## config.mk

```make
export PLATFORM = sky130hd
export DESIGN_NAME = onehot_decoder_seq
export DESIGN_NICKNAME = d
export VERILOG_FILES = /design/src/rtl/onehot_decoder_seq.sv
export SDC_FILE = /design/constraint.sdc
export NUM_CORES = 1
export LEC_CHECK = 0
export CORE_UTILIZATION = 35
export DETAILED_ROUTE_END_ITERATION = 10
export SYNTH_ARGS = -nofsm -noshare
export SYNTH_HDL_FRONTEND = slang
export SYNTH_SLANG_ARGS = --single-unit
export TNS_END_PERCENT = 100
```

## constraint.sdc

```tcl
create_clock -name clk -period 2 [get_ports clk]
set_clock_uncertainty 0.05 [all_clocks]
set_input_delay 0.2 -clock clk [delete_from_list [all_inputs] [get_ports clk]]
set_output_delay 0.2 -clock clk [all_outputs]
set_load 0.005 [all_outputs]
```

## src/rtl/onehot_decoder_seq.sv

```systemverilog
// Registered one-hot decoder with direct decode and timed scan modes.
// Scan walks the active output across all N outputs, DWELL cycles per step.
module onehot_decoder_seq #(
  parameter int unsigned SEL_W = 2,
  parameter int unsigned DWELL = 4
) (
  input  logic                    clk,
  input  logic                    rst_n,
  input  logic                    en,
  input  logic                    mode,
  input  logic [SEL_W-1:0]        sel,
  input  logic                    start,
  output logic [(1<<SEL_W)-1:0]   dout,
  output logic [SEL_W-1:0]        idx,
  output logic                    busy,
  output logic                    done
);

  localparam int unsigned N    = 1 << SEL_W;
  localparam int unsigned CntW = (DWELL > 1) ? $clog2(DWELL) : 1;

  localparam logic [CntW-1:0]  CntMax  = CntW'(DWELL - 1);
  localparam logic [SEL_W-1:0] StepMax = SEL_W'(N - 1);
  localparam logic [N-1:0]     OneHot0 = N'(1);

  typedef enum logic [1:0] {
    StIdle,
    StDirect,
    StScan
  } state_e;

  state_e           state_q;
  logic [CntW-1:0]  cnt_q;
  // Number of completed steps in the current scan; the last step ends the scan.
  logic [SEL_W-1:0] step_q;
  logic [SEL_W-1:0] idx_inc;

  assign idx_inc = idx + SEL_W'(1);

  always_ff @(posedge clk or negedge rst_n) begin
    if (!rst_n) begin
      state_q <= StIdle;
      cnt_q   <= '0;
      step_q  <= '0;
      dout    <= '0;
      idx     <= '0;
      busy    <= 1'b0;
      done    <= 1'b0;
    end else begin
      done <= 1'b0;
      if (!en) begin
        // Abort anything in flight; idx deliberately holds its last value.
        state_q <= StIdle;
        cnt_q   <= '0;
        dout    <= '0;
        busy    <= 1'b0;
      end else if (!mode) begin
        state_q <= StDirect;
        cnt_q   <= '0;
        dout    <= OneHot0 << sel;
        idx     <= sel;
        busy    <= 1'b0;
      end else begin
        case (state_q)
          StIdle, StDirect: begin
            if (start) begin
              state_q <= StScan;
              cnt_q   <= '0;
              step_q  <= '0;
              dout    <= OneHot0 << sel;
              idx     <= sel;
              busy    <= 1'b1;
            end else begin
              state_q <= StIdle;
              dout    <= '0;
              busy    <= 1'b0;
            end
          end
          StScan: begin
            // start is ignored here: a running scan never restarts.
            if (cnt_q == CntMax) begin
              cnt_q <= '0;
              if (step_q == StepMax) begin
                state_q <= StIdle;
                dout    <= '0;
                busy    <= 1'b0;
                done    <= 1'b1;
              end else begin
                step_q <= step_q + SEL_W'(1);
                idx    <= idx_inc;
                dout   <= OneHot0 << idx_inc;
              end
            end else begin
              cnt_q <= cnt_q + CntW'(1);
            end
          end
          default: begin
            state_q <= StIdle;
            dout    <= '0;
            busy    <= 1'b0;
          end
        endcase
      end
    end
  end

endmodule

```

# Yosys cells after proc, flatten, opt, wreduce, memory -nomap -nowiden
# Index checks and enable logic that the tools add are counted.
# op_classes
eq_ne,15
n_mux,36
n_addsub,3
n_reduce_logical,7
shift,2
# ops
cell,count
2-bit 2-to-1 mux,15
4-bit 2-to-1 mux,5
2-bit one-hot mux with 2 select lines,4
"4-bit inequality test, second input constant",3
1-bit 2-to-1 mux,10
"3-bit inequality test, second input constant",3
4-bit one-hot mux with 2 select lines,1
"1-bit by 2-bit << shifter with 4-bit output, first input constant",2
"2-bit by 1-bit adder with 2-bit output, second input constant",3
"2-bit == test, second input constant",3
"2-bit inequality test, second input constant",3
6-bit AND reduction,1
5-bit AND reduction,1
"4-bit by 2-bit inequality test with 1-bit output, second input constant",1
2-bit AND reduction,2
"3-bit by 1-bit inequality test with 1-bit output, second input constant",1
"2-bit by 1-bit == test with 1-bit output, second input constant",1
2-bit zero test,1
1-bit one-hot mux with 2 select lines,1
2-bit nonzero test,1
2-bit OR reduction,1
# word_totals
ff_bits,14
out_inout_bits,8
word_cells,70

# Logic depth before layout (Yosys ltp)
# logic_depth
word_depth,7
mapped_depth,5
mapped_depth_nobuf,5

# Worst setup path after synthesis
# Ideal clock, no wire load.
# synth_path
kind,reg2reg
from,reg cnt_q[0]
to,reg dout[1]
arrival_time_ns,1.386
path_stages_with_launch,5
synth_period_minus_slack_ns,1.561
setup_slack_ns,0.439
n_path_buf,1
setup_time_ns,0.125
path_cell_list,dfrtp_1 ha_1 or3_1 buf_6 mux2_4
# synth_between
elab_chain_cells,2
# synth_lines
item,line,text
from (decl),33,logic [CntW-1:0] cnt_q;
from (signal assigned),94,cnt_q <= cnt_q + CntW'(1);
2-bit == test,81,if (cnt_q == CntMax) begin
4-bit inequality test (no source line),n/a,
to (signal assigned),60,dout <= OneHot0 << sel;
to (signal assigned),70,dout <= OneHot0 << sel;
to (signal assigned),91,dout <= OneHot0 << idx_inc;
to (decl),13,"output logic [(1<<SEL_W)-1:0] dout,"
# No other way between the ends.
# A chain may end at the register's enable or synchronous reset.

# Worst setup path after layout
# layout_path
from,reg cnt_q[0]
to,reg dout[3]
# The elaborated chain is that of the path after synthesis.

==> flow_summary.toml <==
[run_status]
status = "completed"

[place]
dp_cells = 120
dpl_cell_area_um2 = 970
pre_cts_ws_ns = 0.189
dp_hpwl_mm = 1.24
port_buffers = 14
globalplace.congestion = 0.798

[synth]
synth.top_cells.by_area = "dfrtp_1 41%, ha_1 9.4%, a32oi_1 4.4%"
synth_cells = 79
synth_seq_cells = 13
ys_types = 35
synth_commonest_cells = "13 x dfrtp_1, 8 x nor2_1, 6 x ha_1, 6 x inv_1"
yosys.area.top_type = "dfrtp_1"
syn_area_um2 = 797
syn-num-nets = 92
synth_edf_count = 0
yosysWarnings = 0
yosys_most_used_dff = "dfrtp_1"
avgSynthCellArea_um2 = 10.1
post-synth-top-count-cell = "dfrtp_1"
seq_area_frac_synth_pct = 40.8
netlist.area_leader.share_pct = 40.8
async_flop_share_pct = 100

[cells_and_area]
finalNetCount = 111
finalInstanceArea_um2 = 996
syn_to_final_growth_pct = 25.0
final_util_pct = 48.8
fin_cells = 124
insertedDiodeCount = 0
drive_above_1_share_pct = 14.4

[cts]
tritoncts = "built"
clkTransAtPathRegs_ns = 0.08
hold_buffers = 0
postCtsSetupBuffers = 0
htreeDepth = 1
insertion_delay_ns = 0.28
cts-root-buf = "clkbuf_4"
cts_resized = 0
cts.sink_count = 13
clock_path_buffers = 2
cts_made_buffers = 3

[sta]
fin_hold_ws_ns = 0.245
fin_crit_ns = 1.63
slew_headroom_pct = 60.2
period_share_pct = 81.3
rsz0062_at_grt = "false"
hold_viol_final = 0
worstMarginPinSlew_ns = 0.596
fmax_mhz = 615
setup_viol = 0
fin_tns_setup_ns = 0
slew_viol_final = 0
timing.final.ws_setup_ns = 0.373

[floorplanning]
std_cell_rows = 16
fp.dieH_um = 49.7
coreArea_mm2 = 0.00204
die_area_mm2 = 0.00247
initial_core_util_pct = 39.0
die_w_um = 49.7
io_pins = 15

[worst_setup_path]
cp_data_required_time_ns = 2.12
start_kind = "flop"
crit_path_max_fanout = 6
crit_path_max_incr_delay_ns = 0.49
cp_cell_sequence = "ha_1 -> or3_1 -> mux2_4"
arrival_ns = 1.75
slowest_stage = "or3_1"
crit_path_end_kind = "flop"
worstSetupPathType = "flop to flop"

[routing]
drt.antenna.violating_nets = 0
dr.pass1.iters = 4
first_iter_violations = 20
vias = 663
vias_per_cell = 5.35
routedWlPerCell_um = 13.3
routed_wl_mm = 1.65
drc = 0

[power]
power_density_mw_per_mm2 = 581
finalPower_mw = 0.579
ir_drop_mv = 0.304
power.leakage_nw = 0.456

[grt]
grt_pass1_wl_mm = 2.82
overflow = 0
grt_pass1_vias = 640
antenna_found_initial = 0
grt_usage_pct = 15.1
grt_max_degree = 14

[flow_run]
cap_violations = 0

[worst_hold_path]
hp-class = "primary input to async pin"
[registers in the layout (all words and copies together), names as in the netlist]
name     cells
idx          2
state_q      2
step_q       2
dout         4
done         1
cnt_q        2
[cell usage in the layout (no fill, tap or decap), types with 2 or more instances in the layout]
cell type        count
inv_1                6
clkbuf_4             3
nand2_1              4
nor2b_1              2
mux2_4               2
nor3_1               3
dfrtp_1             13
ha_1                 6
nor2_1               8
a21oi_1              4
clkdlybuf4s50_1     14
nand3_1              2
buf_4                2
o21ai_0              2
a32oi_1              4
[per-layer routing]
layer | global-route usage [%] | up-vias | wire length, um
met5 | 0 | - | 0
met4 | 4.29 | 0 | 15
met3 | 3.70 | 2 | 64
met2 | 25.5 | 19 | 790
met1 | 19.0 | 314 | 783
li1 | - | 328 | -
[final cells by class]
cell class	instances	area, um2
flip-flops and latches	13	325
well taps	27	33.8
clock buffers	4	26.3
multi-input cells	58	433
fillers	213	1050
repair buffers	16	155
inverters	6	22.5
[power by group]
group	leakage [nW]	switching (mW)	internal (mW)
registers	0.172	0.0170	0.277
logic	0.269	0.0570	0.0638
clock network	0.0150	0.0862	0.0772
total	0.456	0.160	0.418
[final timing paths]
kind	cells past startpoint	slack [ns]	from	endpoint
setup / recovery	3	0.37	cnt_q[0]	dout[3]
hold / removal	1	0.25	rst_n	dout[1]
setup reg to reg	3	0.37	cnt_q[0]	dout[3]
hold reg to reg	2	0.44	step_q[1]	step_q[1]
max in group asynchronous	1	1.26	rst_n	step_q[1]
min in group clk	2	0.44	step_q[1]	step_q[1]
[critical path, delay by kind of cell, from the launching register on]
family / cells / cell delay, ns
multiplexers: 1 / 0.33
AND/OR/NAND/NOR: 1 / 0.49
flip-flops: 1 / 0.41
adder cells (fa/ha/maj): 1 / 0.25
[cells by family after synthesis]
group	synth area share [%]
AO/OA/AOI/OAI	21.0
buffers and inverters	4.87
AND/OR/NAND/NOR	18.7
adder cells (fa/ha/maj)	9.42
multiplexers	5.18
flip-flops	40.8
(Power assumes the default switching activity.)
